## src/rtl/axis_linear_interpolator.sv

```systemverilog
// AXIS upsampler: each accepted sample expands into 2**RATIO_POWER beats that
// ramp linearly from the previous sample to the current one.
module axis_linear_interpolator #(
    parameter int BUS_WIDTH   = 1,
    parameter int RATIO_POWER = 2
) (
    input  logic                     aclk,
    input  logic                     arstn,
    input  logic [8*BUS_WIDTH-1:0]   s_axis_tdata,
    input  logic                     s_axis_tvalid,
    input  logic                     s_axis_tlast,
    output logic                     s_axis_tready,
    output logic [8*BUS_WIDTH-1:0]   m_axis_tdata,
    output logic                     m_axis_tvalid,
    output logic                     m_axis_tlast,
    input  logic                     m_axis_tready
);
    // state | meaning
    // IDLE  | waiting for an input sample; s_axis_tready high once out of reset
    // RUN   | emitting beats k = 1..R of the current sample

    localparam int W  = 8 * BUS_WIDTH;
    localparam int AW = W + RATIO_POWER + 2;
    localparam int KW = RATIO_POWER + 1;
    localparam logic [KW-1:0] K_LAST = KW'(2 ** RATIO_POWER);

    typedef enum logic {IDLE, RUN} state_t;

    state_t               state, state_nxt;
    logic                 started;
    logic [W-1:0]         prev, cur;
    logic                 last_r;
    logic signed [W:0]    step;
    logic signed [W:0]    step_nxt;
    logic signed [AW-1:0] acc;
    logic [AW-1:0]        prev_scaled;
    logic [KW-1:0]        k;
    logic                 k_last, in_hs, out_hs;

    assign k_last      = (k == K_LAST);
    assign in_hs       = s_axis_tvalid & s_axis_tready;
    assign out_hs      = m_axis_tvalid & m_axis_tready;
    assign step_nxt    = $signed({1'b0, s_axis_tdata}) - $signed({1'b0, prev});
    assign prev_scaled = AW'(prev) << RATIO_POWER;

    always_ff @(posedge aclk) begin
        if (!arstn) state <= IDLE;
        else        state <= state_nxt;
    end

    // Ready is gated by started so it stays low until the first edge after reset.
    always_comb begin
        state_nxt     = state;
        s_axis_tready = 1'b0;
        m_axis_tvalid = 1'b0;
        case (state)
            IDLE: begin
                s_axis_tready = started;
                if (s_axis_tvalid && started) state_nxt = RUN;
            end
            RUN: begin
                m_axis_tvalid = 1'b1;
                if (m_axis_tready && k_last) state_nxt = IDLE;
            end
            default: state_nxt = IDLE;
        endcase
    end

    always_ff @(posedge aclk) begin
        if (!arstn) begin
            started <= 1'b0;
            prev    <= '0;
            cur     <= '0;
            last_r  <= 1'b0;
            step    <= '0;
            acc     <= '0;
            k       <= '0;
        end else begin
            started <= 1'b1;
            if (in_hs) begin
                cur    <= s_axis_tdata;
                last_r <= s_axis_tlast;
                step   <= step_nxt;
                acc    <= $signed(prev_scaled)
                          + $signed({{(RATIO_POWER + 1){step_nxt[W]}}, step_nxt});
                k      <= KW'(1);
            end else if (out_hs) begin
                if (k_last) begin
                    prev <= cur;
                end else begin
                    acc <= acc + $signed({{(RATIO_POWER + 1){step[W]}}, step});
                    k   <= k + KW'(1);
                end
            end
        end
    end

    // acc is never negative here, so the shifted slice is the floored beat value.
    assign m_axis_tdata = acc[RATIO_POWER +: W];
    assign m_axis_tlast = last_r & k_last & (state == RUN);

endmodule

```

## config.mk

```make
export PLATFORM = sky130hd
export DESIGN_NAME = axis_linear_interpolator
export DESIGN_NICKNAME = d
export VERILOG_FILES = /design/src/rtl/axis_linear_interpolator.sv
export SDC_FILE = /design/constraint.sdc
export NUM_CORES = 1
export LEC_CHECK = 0
export CELL_PAD_IN_SITES_DETAIL_PLACEMENT = 1
export CELL_PAD_IN_SITES_GLOBAL_PLACEMENT = 2
export CORE_ASPECT_RATIO = 1.25
export CORE_MARGIN = 4
export CORE_UTILIZATION = 37
export DETAILED_ROUTE_END_ITERATION = 16
export HOLD_SLACK_MARGIN = 0.12
export PLACE_DENSITY_LB_ADDON = 0.05
export SLEW_MARGIN = 40
export SYNTH_ARGS = -nofsm -noshare
export SYNTH_HDL_FRONTEND = slang
export SYNTH_SLANG_ARGS = --single-unit
```

## constraint.sdc

```tcl
create_clock -name aclk -period 9 [get_ports aclk]
set_input_delay 1.8 -clock aclk [delete_from_list [all_inputs] [get_ports aclk]]
set_output_delay 1.8 -clock aclk [all_outputs]
set_load 0.02 [all_outputs]
```

Word level (Yosys, flattened, before mapping)
Cells that the tools add are included.
{"block": "op_classes", "addsub": 4, "eq_ne": 2, "n_mux": 12, "bitwise": 8, "n_reduce_logical": 7}
{"op": "$mux W12", "count": 3}
{"op": "$add A11 B9 Y12", "count": 1}
{"op": "$add A12 B9 Y12", "count": 1}
{"op": "$sub A8 B8 Y9", "count": 1}
{"op": "$mux W1", "count": 8}
{"op": "$and A1 B1 Y1", "count": 4}
{"op": "$not A1 Y1", "count": 4}
{"op": "$reduce_and A2 Y1", "count": 2}
{"op": "$add A3 B1 Y3 const B", "count": 1}
{"op": "$eq A3 B3 Y1 const B", "count": 1}
{"op": "$reduce_and A3 Y1", "count": 1}
{"op": "$logic_and A1 B1 Y1", "count": 2}
{"op": "$ne A2 B1 Y1 const B", "count": 1}
{"op": "$pmux W1 S2", "count": 1}
{"op": "$reduce_bool A2 Y1", "count": 1}
{"op": "$reduce_or A2 Y1", "count": 1}
{"block": "word_totals", "regBits": 43, "in_bits": 13, "out_inout_bits": 11, "elab_cells": 42}

Depth between registers and ports, before layout
{"block": "depth", "ltp_word": 4, "mapped_depth": 16, "depth_no_buf": 16}

Worst setup path before layout
Ideal clock, no wire load.
{"block": "synth_path", "kind": "input -> register", "start": "in s_axis_tdata[0]", "end": "reg acc[9]", "setup_time_ps": 123, "arrival_ps": 4343, "required_time_ps": 8877, "setup_slack_ps": 4533, "path_stages": 16, "path_buffers": 0, "cell_sequence": "inv_1 -> ha_1 -> fa_1 -> nor2b_1 -> o21ai_1 -> a21oi_1 -> nor3_1 -> xnor2_1 -> ha_1 -> nand3_1 -> o2111ai_1 -> a21o_1 -> a21oi_1 -> xnor2_1 -> xnor2_1 -> o22ai_2"}
{"block": "synth_via", "elab_chain_len": 3}
{"item": "start: declaration", "line_no": "9", "source": "input logic [8*BUS_WIDTH-1:0] s_axis_tdata,"}
{"item": "$sub A8 B8 Y9", "line_no": "43", "source": "assign step_nxt = $signed({1'b0, s_axis_tdata}) - $signed({1'b0, prev});"}
{"item": "named net step_nxt[6]", "line_no": "34", "source": "logic signed [W:0] step_nxt;"}
{"item": "$add A11 B9 Y12", "line_no": "85", "source": "+ $signed({{(RATIO_POWER + 1){step_nxt[W]}}, step_nxt});"}
{"item": "$mux W12", "line_no": "80", "source": "if (in_hs) begin"}
{"item": "end signal: assignment", "line_no": "84", "source": "acc <= $signed(prev_scaled)"}
{"item": "end signal: assignment", "line_no": "91", "source": "acc <= acc + $signed({{(RATIO_POWER + 1){step[W]}}, step});"}
{"item": "end: declaration", "line_no": "35", "source": "logic signed [AW-1:0] acc;"}
The timed path passes the listed nets, and every way through them passes these cells.
A chain may end at the register's enable or synchronous reset.

Final worst setup path
Ends and elaborated chain as after synthesis.

==> summary.md <==
| Metric | Value |
|---|---|
| Status | `complete, no violations` |
| Number of routed nets with antenna violations | `0` |
| Clk_lat worst skew | `290 ps` |
| Hold depth | `2` |
| Buf/Inv on CP | `2` |
| Avg Cell Area, Syn | `7.985 µm²` |
| CORE AREA | `roughly 0.0069 mm²` |
| Main synth FF type | `dfxtp_1` |
| DR iter-0 viols | `68` |
| Most used cell, CP | `xnor2_1` |
| Post-route DRC | `0` |
| Cell area after synthesis | `0.002635 mm²` |
| Placed instance count | `426` |
| Critical-path maximum fanout | `5` |
| Kind of critical path | `input pin to flip-flop` |
| Post-synthesis async set-or-reset flop share | `0%` |
| Top-level I/O count | `24` |
| Slowest stage delay, CP | `between 400 and 500 ps` |
| Sink Count | `just over 40` |
| Worst reg2reg path depth | `16` |
| Hold Buf Count CTS | `0` |
| Root buf cell | `clkbuf_8` |
| YS warnings | `0` |
| Die Wd | `around 83 µm` |
| Peak supply drop | `0.00008180 V` |
| Startpoint types | `input pin` |
| HP Class | `flip-flop to flip-flop` |
| FF/Latch Area | `820.8 µm²` |
| IO Port Bufs | `23` |
| Die area | `0.008544 mm²` |
| Initial Utilization | `38.00%` |
| Pin count of the biggest net entering global routing | `42` |
| Number of global-route vias before repair | `2240` |
| Sequential element share of the synthesized area | `31.15%` |
| Setup Buffers After CTS | `0` |
| Crit. End Element | `flip-flop` |
| Mapped Cells | `330` |
| CTS buffer count | `5` |
| Setup_tns | `0 ps` |
| Final Hold Viols | `0` |
| CTS clk-pin slew, worst paths | `80 ps` |
| Syn nets | `372` |
| RSZ-0062 raised after global routing | `false` |
| Period utilization | `about 54%` |
| H-tree depth | `2` |
| Crit. path cell count | `17` |
| Wirelength per Cell | `14.27 µm` |
| Worst slew pin tran | `~670 ps` |
| CP arrival | `5070 ps` |
| Via density | `about 5.0` |
| Post-route insts no fill | `433` |
| Max Cap Violations | `0` |
| Layout fillers | `843` |
| Most frequent cells in the layout | `57 x nand2_1, 41 x dfxtp_1, 28 x nor2_1` |
| Wire length of the first global-routing pass | `10.56 mm` |
| Global Route Usage Sum | `15.51%` |
| Cell variety after synth | `43` |
| Area growth syn-to-layout | `13.68%` |
| Pleak | `1.232 nW` |
| Layout cells sized above 1 | `4.956%` |
| Worst path slowest cell | `clkdlybuf4s50_1` |
| Global route overflow | `0` |
| Top delay family on crit path | `compound AO/OA/AOI/OAI gates` |
| Slew Viols, Final | `0` |
| Fin Clk Skew | `9.198 ps` |
| DR pass1 iterations | `4` |
| Post-route setup slack | `4106 ps` |
| Post-CTS sizing | `0` |
| Multi-input logic area | `~0.0016 mm²` |
| Pre-CTS WS | `3768 ps` |
| Clock Tree Buf Depth | `2` |
| Vias | `approximately 2200` |
| # diodes | `0` |
| Min Tclk post-route | `4894 ps` |
| PD cells | `140.0 mW/mm²` |
| Die Ht | `102.4 µm` |
| Upper clock frequency limit | `0.2043 GHz` |
| CTS tree | `done` |
| Detailed Place HPWL | `4.738 mm` |
| Core Rows | `34` |
| RD Place Congestion | `0.7235` |
| Antenna violations before repair | `0` |
| Number of synthesized flops with an enable pin | `0` |
| Worst-path cell chain | `clkdlybuf4s50_1 -> inv_1 -> ha_1 -> fa_1 -> nor2b_1 -> o21ai_1 -> a21oi_1 -> nor3_1 -> xnor2_1 -> ha_1 -> nand3_1 -> o2111ai_1 -> a21o_1 -> a21oi_1 -> xnor2_1 -> xnor2_1 -> o22ai_2` |
| Commonest non-fill, non-tap cell in the layout | `nand2_1` |
| Fin nets | `385` |
| Worst EP required | `9180 ps` |
| Slew headroom | `55.31%` |
| Drt total wl | `6.180 mm` |
| Setup Viol. Count Final | `0` |
| #FFs+latches synth | `41` |
## worst paths after layout
path                            slack, ps     end            start
worst min register to register        460  cur[5]           cur[5]
worst max-delay path                 4110  acc[9]  s_axis_tdata[0]
worst min-delay path                  460  cur[5]           cur[5]
worst max register to register       5720  acc[9]          prev[1]
## where the power goes
group,internal (mW),switching [mW]
clock,0.0806,0.0618
sequential,0.190,0.00620
combinational,0.0360,0.0446
total,0.307,0.113
## cell type report
class	count	area share [%]
repair buffers	25	8.187
multi-input cells	247	54.30
flip-flops and latches	41	27.40
clock buffers	5	2.297
well taps	90	3.759
clock inverters	2	1.170
inverters	23	2.882
## Yosys cell counts (all sizes together), types with 3 or more instances
| cell | count | area [µm²] |
|---|---|---|
| o21a | 3 | 23.77 |
| nand3 | 6 | 35.03 |
| buf | 9 | 65.06 |
| a21boi | 16 | 120.1 |
| clkbuf | 10 | 37.54 |
| and3 | 3 | 18.77 |
| nor3 | 7 | 40.04 |
| nor2 | 28 | 105.1 |
| xor2 | 11 | 96.34 |
| nor2b | 10 | 62.56 |
| nand2 | 57 | 214.0 |
| a31oi | 3 | 18.77 |
| a21o | 3 | 22.52 |
| o211ai | 4 | 30.03 |
| xnor2 | 10 | 87.58 |
| a211oi | 3 | 27.52 |
| o21ai | 18 | 90.08 |
| a21oi | 17 | 96.35 |
| fa | 3 | 60.06 |
| dfxtp | 41 | 820.8 |
| ha | 26 | 325.3 |
| inv | 23 | 86.33 |
| and2 | 3 | 18.77 |
## stage by stage
step	hold WS (ps)	power (mW)	instance area, µm²	util [%]
global route	478.7	0.4445	2995	43.20
CTS	457.5	0.4285	2995	43.20
global placement	443.2	0.2806	2890	41.68
finish	457.2	0.4192	2995	43.20
floorplan	435.3	0.2581	2635	-
detailed placement	446.3	0.2818	2892	41.70
## worst reg2reg max path: cells and delay by family (launching register included)
kind	cells	cell delay, ps
AO/OA/AOI/OAI	7	1120
buffers and inverters	1	130
flip-flops	1	430
AND/OR/NAND/NOR	3	420
XOR/XNOR	3	480
adder cells (fa/ha/maj)	2	600
## sequential cells by signal, summed over array words and instances, names as in the netlist
signal   flops
k            3
acc         10
cur          8
step         9
prev         8
last_r       1
state        1
started      1
## kinds of logic after synthesis
logic type | share of synthesized area (%)
buffers and inverters | 7.170
flip-flops | 31.15
AO/OA/AOI/OAI | 18.80
multiplexers | 0.7598
adder cells (fa/ha/maj) | 14.62
XOR/XNOR | 6.980
AND/OR/NAND/NOR | 20.51
## routing by layer
layer,track usage (%),routed length (µm),vias up
li1,-,-,1115
met1,18.57,2973,1013
met2,28.33,2978,21
met3,2.419,137,6
met4,5.569,91,0
met5,0,0,-
Note: power is estimated with default switching activity, not from simulation.
